===== src/rtl/seq_fsm_hamming_secded.sv =====
// Sequence-recognition Moore FSM whose state register is SEC-DED protected,
// scrubbed on every edge, with saturating SEC/DED counters.
// Ports: clk_i, rst_i (sync, active-high), valid_i, data_i, inject_i,
//   cnt_clr_i; state_o, done_o, seq_id_o, error_o, sec_o, ded_o,
//   sec_cnt_o, ded_cnt_o.
module seq_fsm_hamming_secded #(
  parameter int IO_SIZE_G = 3,
  parameter int N_SEQ_G = 2,
  parameter int SEQ_LEN_G = 3,
  parameter logic [N_SEQ_G*SEQ_LEN_G*IO_SIZE_G-1:0] SEQ_TABLE_G = 18'o654321,
  parameter logic [IO_SIZE_G-1:0] IDLE_SYM_G = '0,
  parameter int CNT_WIDTH_G = 8,
  localparam int NSTATE = 2 + N_SEQ_G * SEQ_LEN_G,
  localparam int STATE_W = $clog2(NSTATE),
  localparam int P = (STATE_W <= 1) ? 2 :
                     (STATE_W <= 4) ? 3 :
                     (STATE_W <= 11) ? 4 :
                     (STATE_W <= 26) ? 5 :
                     (STATE_W <= 57) ? 6 : 7,
  localparam int ENC_W = STATE_W + P + 1,
  localparam int SID_W = (N_SEQ_G > 1) ? $clog2(N_SEQ_G) : 1
) (
  input  logic                   clk_i,
  input  logic                   rst_i,
  input  logic                   valid_i,
  input  logic [IO_SIZE_G-1:0]   data_i,
  input  logic [ENC_W-1:0]       inject_i,
  input  logic                   cnt_clr_i,
  output logic [STATE_W-1:0]     state_o,
  output logic                   done_o,
  output logic [SID_W-1:0]       seq_id_o,
  output logic                   error_o,
  output logic                   sec_o,
  output logic                   ded_o,
  output logic [CNT_WIDTH_G-1:0] sec_cnt_o,
  output logic [CNT_WIDTH_G-1:0] ded_cnt_o
);

  localparam logic [STATE_W-1:0] S_IDLE = '0;
  localparam logic [STATE_W-1:0] S_ERR = STATE_W'(1);

  // Bit 0 is overall parity; bits 1.. follow Hamming positions with
  // check bits at powers of two and data bits filling the rest in order.
  function automatic logic [ENC_W-1:0] encode(
    input logic [STATE_W-1:0] d
  );
    logic [ENC_W-1:0] c;
    int k;
    c = '0;
    k = 0;
    for (int p = 1; p < ENC_W; p++) begin
      if ((p & (p - 1)) != 0) begin
        c[p] = d[k];
        k++;
      end
    end
    for (int b = 0; b < P; b++) begin
      for (int p = 1; p < ENC_W; p++) begin
        if (((p >> b) & 1) == 1 && p != (1 << b))
          c[1 << b] = c[1 << b] ^ c[p];
      end
    end
    c[0] = ^c[ENC_W-1:1];
    return c;
  endfunction

  function automatic logic [IO_SIZE_G-1:0] sym(input int s, input int j);
    return SEQ_TABLE_G[(s * SEQ_LEN_G + j) * IO_SIZE_G +: IO_SIZE_G];
  endfunction

  logic [ENC_W-1:0]   enc_q;
  logic [ENC_W-1:0]   fix;
  logic [P-1:0]       syn;
  logic               par_bad;
  logic [STATE_W-1:0] idx;
  logic [STATE_W-1:0] nxt;

  always_comb begin
    int k;
    syn = '0;
    for (int p = 1; p < ENC_W; p++) begin
      if (enc_q[p]) syn = syn ^ P'(p);
    end
    par_bad = ^enc_q;
    sec_o = (syn != '0) && par_bad;
    ded_o = (syn != '0) && !par_bad;
    fix = enc_q;
    if (sec_o && int'(syn) < ENC_W) fix[syn] = ~fix[syn];
    idx = '0;
    k = 0;
    for (int p = 1; p < ENC_W; p++) begin
      if ((p & (p - 1)) != 0) begin
        idx[k] = fix[p];
        k++;
      end
    end
  end

  always_comb begin
    nxt = idx;
    if (idx == S_IDLE) begin
      if (valid_i) begin
        for (int s = 0; s < N_SEQ_G; s++) begin
          if (data_i == sym(s, 0))
            nxt = STATE_W'(2 + s * SEQ_LEN_G);
        end
      end
    end else if (idx == S_ERR) begin
      nxt = S_IDLE;
    end else if (valid_i) begin
      for (int s = 0; s < N_SEQ_G; s++) begin
        for (int j = 0; j < SEQ_LEN_G - 1; j++) begin
          if (int'(idx) == 2 + s * SEQ_LEN_G + j)
            nxt = (data_i == sym(s, j + 1)) ? idx + 1'b1 : S_ERR;
        end
        if (int'(idx) == 1 + (s + 1) * SEQ_LEN_G) begin
          nxt = (data_i == IDLE_SYM_G) ? S_IDLE : S_ERR;
          for (int t = 0; t < N_SEQ_G; t++) begin
            if (data_i == sym(t, 0))
              nxt = STATE_W'(2 + t * SEQ_LEN_G);
          end
        end
      end
    end
    // Uncorrectable or out-of-range states are forced out through ERROR.
    if (ded_o || int'(idx) >= NSTATE) nxt = S_ERR;
  end

  always_comb begin
    state_o = idx;
    error_o = (idx == S_ERR);
    done_o = 1'b0;
    seq_id_o = '0;
    for (int s = 0; s < N_SEQ_G; s++) begin
      if (int'(idx) >= 2 + s * SEQ_LEN_G &&
          int'(idx) < 2 + (s + 1) * SEQ_LEN_G)
        seq_id_o = SID_W'(s);
      if (int'(idx) == 1 + (s + 1) * SEQ_LEN_G)
        done_o = 1'b1;
    end
  end

  // Rewriting the encoded next state every edge scrubs single-bit upsets.
  always_ff @(posedge clk_i) begin
    if (rst_i) enc_q <= encode(S_IDLE);
    else enc_q <= encode(nxt) ^ inject_i;
  end

  always_ff @(posedge clk_i) begin
    if (rst_i || cnt_clr_i) begin
      sec_cnt_o <= '0;
      ded_cnt_o <= '0;
    end else begin
      if (sec_o && !(&sec_cnt_o)) sec_cnt_o <= sec_cnt_o + 1'b1;
      if (ded_o && !(&ded_cnt_o)) ded_cnt_o <= ded_cnt_o + 1'b1;
    end
  end

endmodule


===== config.mk =====
export PLATFORM = sky130hd
export DESIGN_NAME = seq_fsm_hamming_secded
export DESIGN_NICKNAME = d
export VERILOG_FILES = /design/src/rtl/seq_fsm_hamming_secded.sv
export SDC_FILE = /design/constraint.sdc
export NUM_CORES = 1
export LEC_CHECK = 0
export CAP_MARGIN = 10
export CORE_ASPECT_RATIO = 0.6
export CORE_MARGIN = 2
export CORE_UTILIZATION = 50
export CTS_CLUSTER_SIZE = 12
export DETAILED_ROUTE_END_ITERATION = 7
export GPL_TIMING_DRIVEN = 0
export PLACE_DENSITY = 0.78
export SYNTH_ARGS = -nofsm -noshare
export SYNTH_HDL_FRONTEND = slang
export SYNTH_SLANG_ARGS = --single-unit

===== constraint.sdc =====
create_clock -name clk_i -period 4.4 [get_ports clk_i]
set_clock_uncertainty 0.05 [all_clocks]
set_input_delay 0.88 -clock clk_i [delete_from_list [all_inputs] [get_ports clk_i]]
set_output_delay 0.88 -clock clk_i [all_outputs]
set_load 0.005 [all_outputs]

# ---- Yosys cells after proc, flatten, opt, wreduce, memory -nomap -nowiden
# Index checks and enable logic that the tools add are counted.
dict set report totals {
  register_bits 23
  in_bits 14
  word_cells 104
  out_inout_bits 24
}
dict set report op_classes {
  n_addsub 4
  reduce_logical 17
  mux 51
  order_cmp 6
  n_eq_ne 13
  bitwise 10
}
# op count
set ops {}
lappend ops {{32-bit by 4-bit less-than comparator with 1-bit output, second input constant} 2}
lappend ops {{32-bit 2-to-1 mux} 2}
lappend ops {{3-bit 2-to-1 mux} 21}
lappend ops {{32-bit by 2-bit adder with 32-bit output, second input constant} 1}
lappend ops {{3-bit == test, second input constant} 7}
lappend ops {{1-bit 2-to-1 mux} 19}
lappend ops {{8-bit by 1-bit adder with 8-bit output, second input constant} 2}
lappend ops {{8-bit AND reduction} 2}
lappend ops {{3-bit by 1-bit == test with 1-bit output, second input constant} 3}
lappend ops {{3-bit by 2-bit == test with 1-bit output, second input constant} 3}
lappend ops {{7-bit bitwise mux} 1}
lappend ops {{7-bit 2-to-1 mux} 1}
lappend ops {{7-bit parity} 1}
lappend ops {{7-bit bitwise XOR} 1}
lappend ops {{1-bit logical AND} 6}
lappend ops {{3-bit zero test} 2}
lappend ops {{2-bit 2-to-1 mux} 3}
lappend ops {{2-bit inverter} 3}
lappend ops {{6-bit parity} 1}
lappend ops {{1-bit binary-select mux with 2-bit select} 2}
lappend ops {{3-bit by 4-bit less-than comparator with 1-bit output, second input constant} 1}
lappend ops {{3-bit by 1-bit adder with 3-bit output, second input constant} 1}
lappend ops {{1-bit binary-select mux with 3-bit select} 1}
lappend ops {{1-bit demux with 3-bit select} 1}
lappend ops {{other kinds (9)} 14}

# ---- Longest topological paths before layout
# Gate-level depths: netlist (run 1).
dict set report depth {
  depth_word 36
  ltp_mapped 18
  ltp_nobuf 15
}

# ---- Least setup slack after synthesis (run 1)
# OpenSTA, ideal clock, no wires.
dict set report synth_timing {
  kind {flip-flop to flip-flop}
  startpoint {register enc_q[0]}
  endpoint {register enc_q[4]}
  n_path_buf 2
  path_slack_ns 0.700
  setup_time_ns 0.121
  required_ns 4.229
  synth_period_minus_slack_ns 3.700
  arrival_time_ns 3.529
  path_stages_with_launch 16
  path_cell_list {dfxtp_1 -> buf_2 -> nand3b_1 -> a21oi_1 -> mux4_2 -> a31oi_4 -> nand2_2 -> inv_1 -> ha_1 -> clkbuf_1 -> inv_1 -> o41ai_2 -> a41oi_2 -> or3_1 -> nand2_1 -> mux2_4}
}
dict set report synth_between {
  elab_chain_len 25
  elab_cells_between_ends 48
  classes_between {1 x add/sub; 7 x eq/ne; 31 x mux; 3 x bitwise; 6 x reduce/logical}
}
# element line_no
set synth_rtl {}
lappend synth_rtl {{start: declaration} 71} ;# logic [ENC_W-1:0] enc_q;
lappend synth_rtl {{start signal: assignment} 145} ;# if (rst_i) enc_q <= encode(S_IDLE);
lappend synth_rtl {{start signal: assignment} 146} ;# else enc_q <= encode(nxt) ^ inject_i;
lappend synth_rtl {{1-bit binary-select mux with 3-bit select} 88} ;# if (sec_o && int'(syn) < ENC_W) fix[syn] = ~fix[syn];
lappend synth_rtl {{1-bit 2-to-1 mux (implied by the code)} 88}
lappend synth_rtl {{1-bit inverter} 88}
lappend synth_rtl {{7-bit bitwise mux} 88}
lappend synth_rtl {{7-bit 2-to-1 mux *} 88}
lappend synth_rtl {{net state_o[1]} 29} ;# output logic [STATE_W-1:0] state_o,
lappend synth_rtl {{3-bit by 1-bit adder with 3-bit output} 114} ;# nxt = (data_i == sym(s, j + 1)) ? idx + 1'b1 : S_ERR;
lappend synth_rtl {{3-bit 2-to-1 mux} 114}
lappend synth_rtl {{[8 not listed]} -}
lappend synth_rtl {{3-bit 2-to-1 mux *} 101} ;# if (idx == S_IDLE) begin
lappend synth_rtl {{3-bit 2-to-1 mux *} 126} ;# if (ded_o || int'(idx) >= NSTATE) nxt = S_ERR;
lappend synth_rtl {{1-bit binary-select mux with 2-bit select} 53} ;# c[p] = d[k];
lappend synth_rtl {{1-bit 2-to-1 mux (implied by the code) (2 in a row)} 53}
lappend synth_rtl {{1-bit 2-to-1 mux (2 in a row)} 145}
lappend synth_rtl {{1-bit bitwise XOR *} 60} ;# c[1 << b] = c[1 << b] ^ c[p];
lappend synth_rtl {{1-bit 2-to-1 mux *} 145}
lappend synth_rtl {{7-bit bitwise XOR *} 146}
# Mark *: on every way through the listed nets, which the timed path passes. The rest lies on a longest branch. The select of a mux whose other input is x is not followed.
# A chain may end at the register's enable or synchronous reset.

# ---- Worst setup path after layout (run 1)
dict set report layout_timing {
  startpoint {register enc_q[0]}
  endpoint {output port done_o}
}
dict set report layout_between {
  elab_chain_len 8
  elab_cells_between_ends 12
  classes_between {2 x eq/ne; 6 x mux; 1 x bitwise; 3 x reduce/logical}
}
# element line_no
set layout_rtl {}
lappend layout_rtl {{1-bit binary-select mux with 3-bit select} 88}
lappend layout_rtl {{1-bit 2-to-1 mux (implied by the code)} 88}
lappend layout_rtl {{1-bit inverter} 88}
lappend layout_rtl {{7-bit bitwise mux} 88}
lappend layout_rtl {{7-bit 2-to-1 mux *} 88}
lappend layout_rtl {{3-bit == test} 138} ;# if (int'(idx) == 1 + (s + 1) * SEQ_LEN_G)
lappend layout_rtl {{1-bit 2-to-1 mux} 138}
lappend layout_rtl {{1-bit 2-to-1 mux *} 138}
lappend layout_rtl {{end: declaration} 30} ;# output logic done_o,
# Mark *: on every way between the ends. The rest lies on a longest branch, timed or not. The select of a mux whose other input is x is not followed.

==> results.cfg, run 1 <==
[sta]
grt_setup_unrepaired = no
worstMarginPinSlew_ns = 0.579
timing.hold.ws_ns = 0.474
max-slew-margin-rel_pct = 60.6
setup_violations = 0
finalCritPeriodShare_pct = 94.6
finalHoldViolCount = 0
finalCriticalPeriod_ns = 4.16
tns_ns = 0
max_freq_mhz = 240
timing.final.max_slew_violations = 0

[synthesis]
synth_area_um2 = 2030
yosysMostFrequentCell = nor2_1
synth-main-ff-cell = dfxtp_1
syn_area_per_cell_um2 = 8.05
synth_largest_area_cell = dfxtp_1
ys_warn_count = 0
synthCells = 252
ys_ff_latch = 23
synth_common_cells = nor2_1, dfxtp_1, xor2_1
synth_area_leaders = dfxtp_1, xor2_1, nor2_1, xnor2_1, mux2i_1
yosysTopAreaCellShare_pct = 22.7
ys_async_sr_fraction_pct = 0
synthesis.nets = 270
synth_cell_type_count = 68
synth-edff-count = 0
yosysSeqAreaShare_pct = 22.7

[layout]
finalInstanceArea_um2 = 2490
nets = 309
multiInputGateArea_um2 = 1450
area_growth_pct = 22.8
layout-drive-gt1-share_pct = 13.8
antenna_cells = 0
register_area_um2 = 460
fillers = 350
fin_cells = 337

[min_path]
hold_start = ded_cnt_o[7]
hold_path_depth = 2
hold_class = flop to flop

[detailed_routing]
first_pass_iters = 5
vias = 1992
drtIter0Drc = 124
drc = 0
drt-total-wl_um = 5080
wire_per_inst_um = 15.1
ant_nets = 0
viasPerCell = 5.91

[die]
start_util_pct = 53.6
chipWidth_um = 86.3
die_h_um = 53.4
coreArea_um2 = 3790
row_count = 17
dieArea_um2 = 4600
num_io_pins = 38

[run]
cap_violations = 0

[critical_path]
r2r_cells = 16
crit_type = flop to primary output
worst_setup_path_start_kind = flop
reg2reg_from = enc_q[0]
crit_fanout = 10
worstPathRequired_ns = 3.47
critical_path.startpoint = enc_q[0]
end_kind = primary output
cp.arrival_ns = 3.23

[power]
leakagePower_uw = 0.000939
finalPower_uw = 2170
ir_drop_mv = 0.485
power_density_nw_per_um2 = 872

[grt]
grt_first_pass_wirelength_um = 8440
grt_antenna_before_repair = 0
grt-ovfl-total = 0
grt_start_max_net_pins = 15
grt_usage_pct = 23.6
first_global_vias = 1693

[place]
dp.cells = 334
io_buffers = 35
hpwlAfterDp_um = 4080
place_area_um2 = 2440
globalplace.congestion = 0.995

[cts]
cts_buffer_depth = 2
cts_buffers = 3
insertion_delay_ns = 0.27
clk_pin_slew_ns = 0.09
cts_root_buf = clkbuf_8
postCtsHoldBufs = 0
cts.sinks = 23
htreeDepth = 1
tritoncts = yes

[run_status]
status = completed
logic make-up (layout without fill, tap and decap cells):
| kind of cell | count (synthesis) | count (layout) | synth area share, % |
|---|---|---|---|
| AND/OR/NAND/NOR | 100 | 100 | 26.4 |
| AO/OA/AOI/OAI | 58 | 58 | 20.8 |
| XOR/XNOR | 27 | 27 | 12.3 |
| buffers and inverters | 26 | 64 | 6.23 |
| flip-flops | 23 | 23 | 22.7 |
| multiplexers | 14 | 14 | 9.06 |
| adder cells (fa/ha/maj) | 4 | 4 | 2.47 |
report_power, final:
part / switching [uW] / internal [uW] / total (uW)
sequential: 21.5 / 247 / 269
clock: 71.8 / 64.1 / 136
combinational: 975 / 794 / 1770
stage by stage:
| stage | utilization (%) | setup WS, ns |
|---|---|---|
| 6_report | 65.8 | 0.238 |
| 2_1_floorplan | - | 0.700 |
| 3_3_place_gp | 64.4 | 0.128 |
| 5_1_grt | 65.8 | 0.0443 |
| 4_1_cts | 65.6 | 0.0351 |
| 3_5_place_dp | 64.4 | 0.205 |
registers in the layout, summed over array words and instances, names as in the netlist:
register,cells
enc_q,7
ded_cnt_o,8
sec_cnt_o,8
what timing repair did:
action                     in CTS  in global routing
buffers inserted                0                  1
pin swaps                       0                  1
setup endpoints to repair       1                  4
resized for setup               0                  2
critical path, cell delays in order, from the launching register on:
cell	delay [ns]
dfxtp_1	0.34
buf_2	0.18
or3_1	0.34
a21boi_0	0.18
mux4_2	0.34
mux2_4	0.36
nand2_2	0.15
inv_1	0.10
ha_2	0.25
inv_1	0.18
a21oi_1	0.09
clkdlybuf4s50_1	0.47
cell type report:
| cell class | count | area share, % |
|---|---|---|
| plain buffers | 14 | 3.06 |
| clock buffers | 3 | 1.66 |
| clock inverters | 1 | 0.301 |
| inverters | 10 | 1.71 |
| multi-input cells | 203 | 58.1 |
| flip-flops and latches | 23 | 18.5 |
| well taps | 47 | 2.36 |
| repair buffers | 36 | 14.4 |
final timing paths:
check	slack, ns	end
worst min-delay path	0.47	ded_cnt_o[7]
worst max-delay path	0.24	done_o
worst min register to register	0.47	ded_cnt_o[7]
worst max register to register	0.40	enc_q[4]
routing by layer:
metal / up-vias / global-route usage [%] / wire, um
li1: 994 / - / -
met1: 914 / 36.6 / 2680
met2: 82 / 31.0 / 1900
met3: 2 / 8.42 / 497
met4: 0 / 2.34 / 4
met5: - / 0 / 0
cells in the final DEF (no fill, tap or decap), drive strengths merged, types with 3 or more instances in the layout:
cell           count
clkdlybuf4s50     35
nor2              29
dfxtp             23
xor2              17
nand2             16
a21oi             15
o21ai             14
buf               12
xnor2              9
nand3              9
inv                9
mux2i              9
nand4              8
or3                7
clkbuf             6
and3               5
nor3               5
ha                 4
a21bo              3
o211ai             3
nor2b              3
or2                3
or3b               3
mux2               3
Power figures use the tool's default switching activity.
==> inputs of run 2 (changes only) <==
ABC_CLOCK_PERIOD_IN_PS = 4400   (was not set)
CORE_UTILIZATION = 45   (was 50)
PLACE_DENSITY = 0.79   (was 0.78)
==> results.cfg, run 2 (synthesized netlist as in run 1, its figures left out) <==
[run_status]
status = completed

[sta]
max_freq_mhz = 239
worstMarginPinSlew_ns = 0.576
finalCritPeriodShare_pct = 94.9
setup_violations = 0
max-slew-margin-rel_pct = 60.9
finalCriticalPeriod_ns = 4.18
timing.final.max_slew_violations = 0
fin_ws_ns = 0.224
finalHoldViolCount = 0
grt_setup_unrepaired = no
tns_ns = 0

[critical_path]
cpPeakStageDelay_ns = 0.52
cp_slowest_cell = clkdlybuf4s50_1
crit_type = flop to primary output
cpLargestDelayFamily = simple AND/OR/NAND/NOR gates
cp_cell_sequence = buf_6 > or3b_1 > a21bo_1 > mux4_2 > mux2i_2 > nor2_2 > clkinv_4 > nor2_1 > clkdlybuf4s50_1
crit_fanout = 10
cp.arrival_ns = 3.25
r2r_cells = 12
path_buf_inv = 3
worst_setup_path_start_kind = flop
end_kind = primary output
worstPathRequired_ns = 3.47
reg2reg_from = enc_q[2]
rrSetupSlack_ns = 0.46
r2r-end = enc_q[0]

[cts]
cts.sinks = 23
cts_buffer_depth = 2
insertion_delay_ns = 0.27
tritoncts = yes
htreeDepth = 1
clk_pin_slew_ns = 0.08
cts_buffers = 3
cts_root_buf = clkbuf_8
cts_setup_buffers = 0

[grt]
grt.busiest_layer = met1
use_met2_pct = 25.7
grt_first_pass_wirelength_um = 8120
first_global_vias = 1687
grt_antenna_before_repair = 0
grt_usage_pct = 19.2
grtUsageMet3_pct = 5.56
grt_use_met1_pct = 30.2
grt_start_max_net_pins = 15
grt-ovfl-total = 0

[min_path]
holdPathEnd = sec_cnt_o[7]
hold_class = flop to flop
hold_start = sec_cnt_o[7]
hold_path_depth = 2

[detailed_routing]
viasPerCell = 5.70
drc = 0
ant_nets = 0
vias = 1989
first_pass_iters = 4
drt-total-wl_um = 4940
drtIter0Drc = 185
wire_per_inst_um = 14.1

[die]
start_util_pct = 48.2
row_count = 18
chipWidth_um = 90.7
num_io_pins = 38
dieArea_um2 = 5080
coreArea_um2 = 4210
die_h_um = 56.0

[layout]
layout-drive-gt1-share_pct = 13.8
layout_commonest_cell = clkdlybuf4s50_1
largest_registers = ded_cnt_o: 8 flops, sec_cnt_o: 8 flops, enc_q: 7 flops
antenna_cells = 0
fin_util_pct = 59.6
final_cell_mix = clkdlybuf4s50_1, nor2_1, dfxtp_1
nets = 308
fillers = 380
area_growth_pct = 23.7

[place]
io_buffers = 35
hpwlAfterDp_um = 3850
dp_slack_ns = 0.184
globalplace.congestion = 0.898

[power]
power_density_nw_per_um2 = 852
ir_drop_mv = 0.469
leakagePower_uw = 0.000933

[run]
cap_violations = 0
==> run 2: changes by cell type in the layout (fill, tap and decap cells not counted) <==
| cell | change |
|---|---|
| buf_4 | -1 |
| inv_2 | +1 |
| ha_4 | +1 |
| inv_1 | -1 |
| ha_2 | -1 |
==> run 2: final cells by class <==
cell class | count | area (um^2) | share of cell area, %
multi-input combinational | 203 | 1460 | 58.0
sequential | 23 | 460 | 18.3
timing repair buffer | 35 | 350 | 14.0
buffer | 14 | 76.3 | 3.04
tap | 60 | 75.1 | 2.99
inverter | 10 | 42.5 | 1.69
clock buffer | 3 | 41.3 | 1.64
clock inverter | 1 | 7.51 | 0.299
==> run 2: power by group <==
| group | total [uW] | switching, uW | leakage, uW | internal [uW] |
|---|---|---|---|---|
| clock network | 134 | 70.3 | 0.0000217 | 64.1 |
| logic | 1730 | 947 | 0.000724 | 786 |
| registers | 271 | 23.2 | 0.000187 | 247 |
==> run 2: per-stage QoR <==
step | instance area, um^2 | std cells | hold WS (ns) | power (uW)
3_3_place_gp | 2450 | 347 | 0.445 | 1940
4_1_cts | 2500 | 350 | 0.468 | 2110
2_1_floorplan | 2030 | 252 | 0.437 | 1540
6_report | 2510 | 349 | 0.471 | 2140
5_1_grt | 2510 | 349 | 0.504 | 2310
3_5_place_dp | 2450 | 347 | 0.456 | 1970
==> run 2: timing repair <==
action,CTS,global route
cloned,0,0
hold buffers,0,0
gates resized for setup,0,4
setup endpoints to repair,1,4
==> run 2: routing by layer <==
metal  share of wire, %  routed length [um]
met5                  0                   0
met1                 51                2520
met3                9.0                 446
met2                 39                1940
met4               0.53                  26
==> run 2: worst max path at each step <==
stage	endpoint	startpoint	cells after the start
after floorplan	enc_q[4]	enc_q[0]	15
after global placement	enc_q[4]	enc_q[0]	15
after detailed placement	enc_q[4]	enc_q[0]	15
after CTS	done_o	enc_q[0]	11
after global routing	seq_id_o	enc_q[0]	10
final	error_o	enc_q[2]	9
==> run 2: tightest hold or removal path, cell delays in order, from the launching register on <==
cell     delay (ns)
dfxtp_1        0.34
o21ai_0        0.08
a21oi_1        0.06
